$ cat config.mk
export PLATFORM = sky130hd
export DESIGN_NAME = hamming_dec_engine
export DESIGN_NICKNAME = d
export VERILOG_FILES = /design/src/rtl/hamming_dec_engine.sv
export SDC_FILE = /design/constraint.sdc
export NUM_CORES = 1
export LEC_CHECK = 0
export ABC_AREA = 1
export BUFFER_PORTS_ARGS = -buffer_cell sky130_fd_sc_hd__buf_2
export CAP_MARGIN = 15
export CORE_MARGIN = 3
export CORE_UTILIZATION = 49
export DETAILED_ROUTE_END_ITERATION = 16
export MAX_ROUTING_LAYER = met4
export PLACE_DENSITY = 0.67
export SYNTH_ARGS = -nofsm -noshare
export SYNTH_HDL_FRONTEND = slang
export SYNTH_SLANG_ARGS = --single-unit
$ cat constraint.sdc
create_clock -name clock -period 2.7 [get_ports clock]
set_input_delay 0 -clock clock [delete_from_list [all_inputs] [get_ports clock]]
set_output_delay 0 -clock clock [all_outputs]
set_load 0.005 [all_outputs]
$ cat src/rtl/hamming_dec_engine.sv
// SECDED decoder for Hamming(16,11) words held as byte pairs in data memory.
// Reads NUM_WORDS words from SRC_BASE and writes {status, message} pairs to DST_BASE.
module hamming_dec_engine #(
    parameter int AW        = 8,
    parameter int SRC_BASE  = 30,
    parameter int DST_BASE  = 0,
    parameter int NUM_WORDS = 15
) (
    input  logic          clock,
    input  logic          reset_n,
    input  logic          start,
    output logic          done,
    output logic          busy,
    output logic [AW-1:0] mem_addr,
    output logic          mem_wr_en,
    output logic [7:0]    mem_wdata,
    input  logic [7:0]    mem_rdata,
    output logic [3:0]    single_cnt,
    output logic [3:0]    double_cnt
);

    localparam int IW = (NUM_WORDS > 1) ? $clog2(NUM_WORDS) : 1;
    localparam logic [IW-1:0] LAST = IW'(NUM_WORDS - 1);

    typedef enum logic [2:0] {
        IDLE,
        RD_HI,
        RD_LO,
        CAPT,
        DEC,
        WR_HI,
        WR_LO,
        FIN
    } state_t;

    state_t          state;
    logic [IW-1:0]   idx;
    logic [15:0]     word_p0;
    logic [7:0]      lo_p1;
    logic [12:0]     dec;
    logic [1:0]      dec_status;
    logic [10:0]     dec_msg;

    // Word i lives at base+2i (low byte) and base+2i+1 (high byte).
    function automatic logic [AW-1:0] byte_addr(input int base, input logic [IW-1:0] i,
                                                input logic hi);
        return AW'(base + 2 * int'(i) + int'(hi));
    endfunction

    function automatic logic [3:0] syndrome(input logic [15:0] w);
        logic [3:0] s;
        s = '0;
        for (int k = 1; k < 16; k++) begin
            if (w[k]) s = s ^ 4'(k);
        end
        return s;
    endfunction

    // Returns {status, d11..d1}; a single error at position s is flipped back first.
    function automatic logic [12:0] decode(input logic [15:0] w);
        logic [3:0]  s;
        logic        p;
        logic [15:0] c;
        logic [1:0]  st;
        s  = syndrome(w);
        p  = ^w;
        c  = w;
        st = 2'b00;
        if (p) begin
            st = 2'b01;
            if (s != 4'd0) c[s] = ~c[s];
        end else if (s != 4'd0) begin
            st = 2'b10;
        end
        return {st, c[15:9], c[7:5], c[3]};
    endfunction

    always_comb begin
        dec        = decode(word_p0);
        dec_status = dec[12:11];
        dec_msg    = dec[10:0];
    end

    // Datapath registers carry no reset; the FSM only reads them after loading.
    always_ff @(posedge clock) begin
        if (state == RD_LO) word_p0[15:8] <= mem_rdata;
        if (state == CAPT)  word_p0[7:0]  <= mem_rdata;
        if (state == DEC)   lo_p1         <= dec_msg[7:0];
    end

    always_ff @(posedge clock or negedge reset_n) begin
        if (!reset_n) begin
            state      <= IDLE;
            done       <= 1'b0;
            busy       <= 1'b0;
            mem_wr_en  <= 1'b0;
            mem_addr   <= '0;
            mem_wdata  <= '0;
            single_cnt <= '0;
            double_cnt <= '0;
            idx        <= '0;
        end else begin
            case (state)
                IDLE: begin
                    if (start) begin
                        state      <= RD_HI;
                        done       <= 1'b0;
                        busy       <= 1'b1;
                        single_cnt <= '0;
                        double_cnt <= '0;
                        idx        <= '0;
                        mem_addr   <= byte_addr(SRC_BASE, '0, 1'b1);
                    end
                end
                RD_HI: begin
                    state    <= RD_LO;
                    mem_addr <= byte_addr(SRC_BASE, idx, 1'b0);
                end
                RD_LO: state <= CAPT;
                CAPT:  state <= DEC;
                DEC: begin
                    state     <= WR_HI;
                    mem_addr  <= byte_addr(DST_BASE, idx, 1'b1);
                    mem_wr_en <= 1'b1;
                    mem_wdata <= {dec_status, 3'b000, dec_msg[10:8]};
                    case (dec_status)
                        2'b01: if (single_cnt != 4'hF) single_cnt <= single_cnt + 4'd1;
                        2'b10: if (double_cnt != 4'hF) double_cnt <= double_cnt + 4'd1;
                        default: ;
                    endcase
                end
                WR_HI: begin
                    state     <= WR_LO;
                    mem_addr  <= byte_addr(DST_BASE, idx, 1'b0);
                    mem_wdata <= lo_p1;
                end
                WR_LO: begin
                    mem_wr_en <= 1'b0;
                    if (idx == LAST) begin
                        state <= FIN;
                    end else begin
                        idx      <= idx + 1'b1;
                        state    <= RD_HI;
                        mem_addr <= byte_addr(SRC_BASE, IW'(idx + 1'b1), 1'b1);
                    end
                end
                FIN: begin
                    state <= IDLE;
                    busy  <= 1'b0;
                    done  <= 1'b1;
                end
                default: state <= IDLE;
            endcase
        end
    end

endmodule

==> impl_metrics.toml, run 1 <==
[setup_path]
worst-path-max-fanout = 11
crit_type = "flop to flop"
r2r_end = "lo_p1[6]"
cp.required_ns = 2.76
end_kind = "flop"
setup.worst_path.start_class = "flop"
r2r_cells = 17
reg2reg_slack_ns = 0.32
arrival_ns = 2.44
r2r_start = "word_p0[7]"

[hold_path]
min_path_cells = 5
hp-start = "start"
hold_end = "state[0]"
hold_path.class = "primary input to flop"

[timing]
rsz0062_at_grt = "no"
tightest_slew_ns = 0.706
tns_ns = 0
period_needed_ns = 2.38
fmax_mhz = 420
finalSetupViolations = 0
fin_ws_ns = 0.318
min_period_over_period = 0.882
finalClockSkew_ns = 0.00672
relSlewSlack = 0.529
hold_viol = 0
maxSlewViolCount = 0

[route]
wl_mm = 6.69
drtIter0Drc = 107
drt-pass1-iter-count = 4
via_count = 2615
remaining_drc_errors = 0
ant_nets = 0
via_per_inst = 5.19
post_drt_wl_per_cell_um = 13.3

[yosys]
synth.avg_cell_area_um2 = 8.54
synth-edff-count = 24
synthFlopType = "dfrtp_1"
syn_area_um2 = 3220
synth.area.top_cells = "dfrtp_1 25%, edfxtp_1 22%, nand2_1 12%"
synth_top_area_share = 0.249
synth_cells = 377
seq_area_frac_synth = 0.472
ys_seq_elements = 56
yosysTopAreaCell = "dfrtp_1"
async_flop_share = 0.571
ys_types = 36
ys_warn_count = 0

[global_routing]
grt_max_degree = 33
antenna_found_initial = 0
grtUsageTotal = 0.191
grt_pass1_vias = 2408
grt_remaining_overflow = 0
grt_pass1_wl_mm = 11.2

[pwr]
p_int_mw = 2.58
p_switching_mw = 2.39
p_seq_frac = 0.289
p_leak_nw = 1.84
p_clk_frac = 0.101
p_comb_frac = 0.610
vdd_drop_max_mv = 0.669
p_per_area_nw_per_um2 = 1340
power.share.switching = 0.481

[clocking]
cts.clk_slew.worst_paths_ns = 0.10
cts_tree = "done"
ctsLongestPathBuffers = 2
cts-buffers-inserted = 5
cts_sinks = 56
h-tree-depth = 2
cts_root_buffer = "clkbuf_8"
worstSkewPairLatency_ns = 0.30

[placement]
dp_slack_ns = 0.283
finalWeightedCongestion = 0.865
io_buffers = 35
dpl.hpwl_mm = 5.18
placed_cell_area_um2 = 3500

[cells_and_area]
mostFrequentLayoutCell = "nand2_1"
nNetsFinal = 444
area_growth_syn_to_layout_pct = 15.0
insertedDiodeCount = 0
most-common-layout-cells = "98 x nand2_1, 50 x inv_1, 36 x nand3_1"
drive_gt1_frac = 0.172
finish.instance_area_um2 = 3700

[floorplanning]
dieArea_um2 = 7580
boundaryPins = 38
core-area_um2 = 6130
fp.dieW_um = 87.1
initial_core_util = 0.525
rows = 28
die_h_um = 87.1

[job]
maxCapViolCount = 0

[run_status]
status = "complete, no violations"
synth_stat cells, drive strengths merged (5+ instances only):
library cell	n
nand2	104
inv	55
nand3	37
dfrtp	32
nor2	28
edfxtp	24
xnor2	12
o21ai	11
a21oi	9
mux2i	9
xor2	8
a32o	6
clkbuf	6
ha	5
nor3	5
how the worst max path moves through the flow:
stage,start,end
floorplan,word_p0[10],lo_p1[0]
global placement,word_p0[7],lo_p1[0]
detailed placement,word_p0[3],lo_p1[6]
CTS,word_p0[3],lo_p1[6]
global route,word_p0[5],lo_p1[0]
finish,word_p0[7],lo_p1[6]
cell type report:
cell class,count,area (um2)
Fill cell,540,2430
Inverter,55,206
Sequential cell,56,1520
Tap cell,75,93.8
Multi-Input combinational cell,258,1460
Timing Repair Buffer,52,325
Clock buffer,8,101
critical path, cell delays in order (launching register included):
cell and delay [ns]:
edfxtp_1 0.50, inv_2 0.15, nand2_1 0.08, nand3_1 0.08, nand2_1 0.07, nand2_1 0.08
nand3_1 0.16, nand3_2 0.17, nand2_2 0.13, nand2_1 0.09, nand2_1 0.05, nand2_1 0.05
nand2_1 0.06, nand2_1 0.06, nand2_1 0.05, nor2_2 0.09, buf_4 0.18, mux2i_1 0.10
power by group through the flow:
stage	sequential [mW]	combinational, mW	clock, mW
3_3_place_gp	1.45	2.98	0
4_1_cts	1.44	3.01	0.521
5_1_grt	1.48	3.44	0.542
3_5_place_dp	1.46	2.99	0
6_report	1.43	3.02	0.502
2_1_floorplan	1.41	2.29	0
state kept, by name (all words and copies together) (netlist names):
register,count
mem_addr,6
mem_wdata,8
done,1
single_cnt,4
double_cnt,4
idx,4
busy,1
lo_p1,8
word_p0,16
state,3
mem_wr_en,1
per-layer routing:
metal	share of wire	track usage
met1	0.45	0.249
met2	0.48	0.306
met3	0.051	0.0303
met4	0.022	0.0623
met5	0	-
cells by family (layout without fill, tap and decap cells):
family                     Yosys count  count (layout)  synth area share
other                                1               2           0.00116
buffers and inverters               64             115            0.0793
muxes                                9               9            0.0280
xor gates and xnor gates            20              20            0.0765
DFF                                 56              56             0.472
adders and majority gates            5               5            0.0194
and+or+nand+nor                    182             182             0.241
AOI/OAI and AO/OA                   40              40            0.0820
per-stage QoR:
| stage | util | total power [mW] | hold slack (ns) | std cells |
|---|---|---|---|---|
| 3_3_place_gp | 0.570 | 4.43 | 0.0992 | 486 |
| 2_1_floorplan | - | 3.70 | -0.296 | 378 |
| 3_5_place_dp | 0.570 | 4.45 | 0.101 | 486 |
| 4_1_cts | 0.602 | 4.97 | 0.0572 | 503 |
| 5_1_grt | 0.604 | 5.46 | 0.102 | 504 |
| 6_report | 0.604 | 4.96 | 0.0592 | 504 |
what timing repair did:
item                       4_1_cts  5_1_grt
hold endpoints to repair        48        0
setup buffers                    0        1
hold buffers                     9        0
setup endpoints to repair        0        8
resized for setup                0        2
(Power assumes the default switching activity.)
==> inputs of run 2 (changes only) <==
--- a/config.mk
+++ b/config.mk
@@ -9,10 +9,10 @@
 export BUFFER_PORTS_ARGS = -buffer_cell sky130_fd_sc_hd__buf_2
 export CAP_MARGIN = 15
 export CORE_MARGIN = 3
-export CORE_UTILIZATION = 49
+export CORE_UTILIZATION = 50
 export DETAILED_ROUTE_END_ITERATION = 16
 export MAX_ROUTING_LAYER = met4
-export PLACE_DENSITY = 0.67
+export PLACE_DENSITY = 0.68
 export SYNTH_ARGS = -nofsm -noshare
 export SYNTH_HDL_FRONTEND = slang
 export SYNTH_SLANG_ARGS = --single-unit
==> run 2 against run 1 <==
- combinational power about the same
- non-clock buffer count down 1
- core utilization up 0.88 points
- worst setup slack worse by 0.038 ns
- largest cell class unchanged
- sequential power about the same
- final area up 0.30%
- sequential share of layout area down 0.12 points
- fmax down 1.6%
- power up 1.7%
==> impl_metrics.toml, run 2 (synthesis gave the netlist of run 1 again) <==
[run_status]
status = "complete, no violations"

[clocking]
cts.clk_slew.worst_paths_ns = 0.10
postCtsSetupBuffers = 0
cts_sinks = 56
worstSkewPairLatency_ns = 0.30
cts-buffers-inserted = 5
cts_tree = "done"
cts_root_buffer = "clkbuf_8"
h-tree-depth = 2
ctsLongestPathBuffers = 2
cts_hold_buf = 9
cts_resized = 0

[floorplanning]
rows = 28
initial_core_util = 0.531
die_h_um = 86.3
fp.dieW_um = 86.3
core-area_um2 = 6060
boundaryPins = 38
dieArea_um2 = 7440

[timing]
hold_viol = 0
finalClockSkew_ns = 0.00499
rsz0062_at_grt = "no"
min_period_over_period = 0.896
maxSlewViolCount = 0
period_needed_ns = 2.42
tns_ns = 0
relSlewSlack = 0.502
tightest_slew_ns = 0.745
finalSetupViolations = 0
fmax_mhz = 413

[pwr]
p_leak_nw = 1.85
p_per_area_nw_per_um2 = 1360
vdd_drop_max_mv = 0.648
total_power_mw = 5.04

[global_routing]
grtUsageTotal = 0.195
grt_pass1_wl_mm = 11.4
grt_max_degree = 33
grt_pass1_vias = 2496
antenna_found_initial = 0
grt_remaining_overflow = 0

[cells_and_area]
largest_reg_flops = 16
n_fill_cell = 523
nNetsFinal = 443
mostFrequentLayoutCell = "nand2_1"
finish.instance_area_um2 = 3710
insertedDiodeCount = 0
most-common-layout-cells = "99 x nand2_1, 50 x inv_1, 37 x nand3_1"
drive_gt1_frac = 0.168
area_growth_syn_to_layout_pct = 15.3
top_regs = "word_p0: 16 flops, lo_p1: 8 flops, mem_wdata: 8 flops"
top_register = "word_p0"

[route]
drt-pass1-iter-count = 6
ant_nets = 0
post_drt_wl_per_cell_um = 13.5
via_count = 2585
drtIter0Drc = 176
wl_mm = 6.80
via_per_inst = 5.14
remaining_drc_errors = 0

[placement]
finalWeightedCongestion = 0.934
placed_cell_area_um2 = 3500
dpl.hpwl_mm = 5.23
io_buffers = 35

[setup_path]
end_kind = "flop"
cp.required_ns = 2.76
setup.worst_path.start_class = "flop"
worst-path-max-fanout = 11
crit_type = "flop to flop"
arrival_ns = 2.48

[job]
maxCapViolCount = 0

[hold_path]
hold_path.class = "primary input to flop"
==> run 2: changes by cell type in the layout (fill, tap and decap cells not counted) <==
cell,delta
nand2_1,+1
nand3_1,+1
nand2_2,-1
bufinv_16,+1
nand3_2,-1
buf_4,-1
clkbuf_1,-1
==> run 2: worst paths after layout <==
path | startpoint | to | slack [ns] | depth (start not counted)
setup / recovery | word_p0[9] | lo_p1[7] | 0.28 | 17
hold / removal | start | state[0] | 0.06 | 5
setup reg to reg | word_p0[9] | lo_p1[7] | 0.28 | 17
hold reg to reg | mem_addr[5] | mem_addr[5] | 0.49 | 1
max in group asynchronous | reset_n | mem_wdata[3] | 1.95 | 2
min in group asynchronous | reset_n | idx[3] | 0.28 | 2
==> run 2: routing by layer <==
| layer | vias up | part of all wire | track usage |
|---|---|---|---|
| met4 | 0 | 0.0075 | 0.0312 |
| li1 | 1324 | - | - |
| met2 | 57 | 0.49 | 0.345 |
| met5 | - | 0 | - |
| met3 | 7 | 0.038 | 0.0333 |
| met1 | 1197 | 0.46 | 0.240 |
==> run 2: worst max-delay path, stage by stage (launching register included) <==
cell and delay, ns:
edfxtp_1 0.48, inv_1 0.18, nand2_1 0.11, nand3_1 0.10, nand2_1 0.08, nand2_1 0.09
nand3_1 0.11, nand3_1 0.13, nand2_1 0.18, nand2_1 0.10, nand2_1 0.06, nand2_1 0.05
nand2_1 0.05, nand2_1 0.05, nand2_1 0.06, nor2_2 0.07, buf_4 0.18, mux2i_1 0.10
==> run 2: area by class of cell <==
class                           instances  area (um2)  share of cell area
Sequential cell                        56        1520               0.410
Tap cell                               75        93.8              0.0253
Multi-Input combinational cell        258        1450               0.390
Clock buffer                            7        97.6              0.0263
Timing Repair Buffer                   51         318              0.0856
Clock inverter                          1        30.0             0.00808
Inverter                               55         206              0.0556
==> run 2: stage by stage <==
stage | utilization | setup slack (ns) | instances | hold slack, ns
2_1_floorplan | - | 0.563 | 378 | -0.296
3_3_place_gp | 0.577 | 0.408 | 486 | 0.0968
3_5_place_dp | 0.577 | 0.338 | 486 | 0.0996
4_1_cts | 0.613 | 0.321 | 503 | 0.0483
5_1_grt | 0.613 | 0.00418 | 503 | 0.0889
6_report | 0.613 | 0.280 | 503 | 0.0596
==> run 2: power by group <==
part	internal [mW]	switching (mW)	total [mW]
combinational	1.11	1.89	3.00
sequential	1.22	0.219	1.44
clock	0.334	0.271	0.605
==> inputs of run 3 (changes only) <==
--- a/config.mk
+++ b/config.mk
@@ -6,6 +6,7 @@
 export NUM_CORES = 1
 export LEC_CHECK = 0
 export ABC_AREA = 1
+export ABC_CLOCK_PERIOD_IN_PS = 2700
 export BUFFER_PORTS_ARGS = -buffer_cell sky130_fd_sc_hd__buf_2
 export CAP_MARGIN = 15
 export CORE_MARGIN = 3
@@ -13,6 +14,7 @@
 export DETAILED_ROUTE_END_ITERATION = 16
 export MAX_ROUTING_LAYER = met4
 export PLACE_DENSITY = 0.68
+export RECOVER_POWER = 50
 export SYNTH_ARGS = -nofsm -noshare
 export SYNTH_HDL_FRONTEND = slang
 export SYNTH_SLANG_ARGS = --single-unit
==> run 3 against run 2 <==
- the run now ends with max-capacitance violations, max-slew violations left
- critical path type unchanged
- highest routed layer unchanged
- final area decreased by 0.44%
- count of clock-buffer cells in the layout unchanged
- wire length increased by 0.31%
- clock power about the same
- worst hold slack got worse by 0.0012 ns
- power decreased by 0.13%
==> impl_metrics.toml, run 3 (synthesis gave the netlist of run 1 again) <==
[route]
drtIter0Drc = 172
drt-pass1-iter-count = 4
remaining_drc_errors = 0
via_count = 2595
post_drt_wl_per_cell_um = 13.6
ant_nets = 0
via_per_inst = 5.16
wl_mm = 6.82

[clocking]
postCtsSetupBuffers = 0
cts-buffers-inserted = 5
worstSkewPairLatency_ns = 0.30
cts.clk_slew.worst_paths_ns = 0.10
cts_sinks = 56
ctsLongestPathBuffers = 2
cts_tree = "done"
cts_root_buffer = "clkbuf_8"
cts_resized = 0
h-tree-depth = 2

[timing]
finalClockSkew_ns = 0.00507
tns_ns = 0
relSlewSlack = -0.177
rsz0062_at_grt = "no"
min_period_over_period = 0.897
finalSetupViolations = 0
tightest_slew_ns = 1.77
hold_viol = 0
fin_ws_ns = 0.279
fmax_mhz = 413
maxSlewViolCount = 33
hold_slack_ns = 0.0585
period_needed_ns = 2.42

[setup_path]
slowest_stage = "edfxtp_1"
cp.required_ns = 2.76
end_kind = "flop"
r2r_start = "word_p0[9]"
path_cells = "inv_1, nand2_1, nand3_1, nand2_1, nand2_1, nand3_1, nand3_1, nand2_1, nand2_1, nand2_1, nand2_1, nand2_1, nand2_1, nand2_1, nor2_2, buf_4, mux2i_1"
r2r_cells = 17
arrival_ns = 2.48
r2r_end = "lo_p1[7]"
crit_path_frequent_cell = "nand2_1"
worst-path-max-fanout = 11
reg2reg_slack_ns = 0.28
cpPeakStageDelay_ns = 0.48
setup.worst_path.start_class = "flop"
crit_type = "flop to flop"

[cells_and_area]
top_register = "word_p0"
drive_gt1_frac = 0.138
largest_reg_flops = 16
top_regs = "word_p0: 16 flops, lo_p1: 8 flops, mem_wdata: 8 flops"
nNetsFinal = 443
area_growth_syn_to_layout_pct = 14.8
insertedDiodeCount = 0
mostFrequentLayoutCell = "nand2_1"
most-common-layout-cells = "99 x nand2_1, 50 x inv_1, 37 x nand3_1"

[floorplanning]
die_h_um = 86.3
dieArea_um2 = 7440
fp.dieW_um = 86.3
rows = 28
core-area_um2 = 6060
initial_core_util = 0.531
boundaryPins = 38

[placement]
io_buffers = 35
dpl.hpwl_mm = 5.23
dp_slack_ns = 0.338
finalWeightedCongestion = 0.934

[hold_path]
min_path_cells = 5
hold_end = "state[0]"
hp-start = "start"
hold_path.class = "primary input to flop"

[run_status]
status = "finished with violations"
violations = "max-capacitance violations, max-slew violations"

[job]
maxCapViolCount = 1

[pwr]
vdd_drop_max_mv = 0.648
p_leak_nw = 1.81
p_per_area_nw_per_um2 = 1360

[global_routing]
grt_max_degree = 33
grt_remaining_overflow = 0
grtUsageTotal = 0.195
antenna_found_initial = 0
grt_pass1_vias = 2496
grt_pass1_wl_mm = 11.4
-- run 3: worst max-delay path: cells and delay by family, from the launching register on --
kind / cells / cell delay [ns]
and+or+nand+nor: 14 / 1.24
DFF: 1 / 0.48
buffers and inverters: 2 / 0.36
muxes: 1 / 0.10
-- run 3: power by group --
group	internal [mW]	total [mW]	switching, mW
Clock	0.334	0.606	0.272
Sequential	1.22	1.44	0.223
Combinational	1.10	2.99	1.89
Total	2.65	5.04	2.38
-- run 3: worst max path at each step --
stage / from / endpoint / depth (start not counted)
2_1_floorplan: word_p0[10] / lo_p1[0] / 11
3_3_place_gp: word_p0[9] / lo_p1[0] / 17
3_5_place_dp: word_p0[9] / lo_p1[7] / 17
4_1_cts: word_p0[9] / lo_p1[7] / 17
5_1_grt: word_p0[9] / lo_p1[2] / 17
6_report: word_p0[9] / lo_p1[7] / 17
-- run 3: what timing repair did --
action | CTS | global route
setup endpoints to repair | 0 | 0
endpoints found under the hold margin | 48 | 0
hold buffers | 9 | 0
-- run 3: routing by layer --
layer	vias up	routed length (um)	global-route usage	part of all wire
met5	-	0	-	0
met4	0	50	0.0312	0.0073
met3	6	219	0.0333	0.032
met2	53	3350	0.345	0.49
met1	1207	3210	0.240	0.47
li1	1329	-	-	-
-- run 3: per-stage QoR --
stage	area, um2	power [mW]	cells	utilization
final	3700	5.04	503	0.610
after global routing	3700	5.52	503	0.610
after CTS	3710	5.05	503	0.613
after detailed placement	3500	4.43	486	0.577
after global placement	3500	4.39	486	0.577
after floorplan	3220	3.70	378	-
-- run 3: area by class of cell --
class                   count  area (um2)
flip-flops and latches     56        1520
repair buffers             51         302
fillers                   527        2360
multi-input cells         258        1450
clock buffers               7        97.6
well taps                  75        93.8
clock inverters             1        30.0
inverters                  55         206
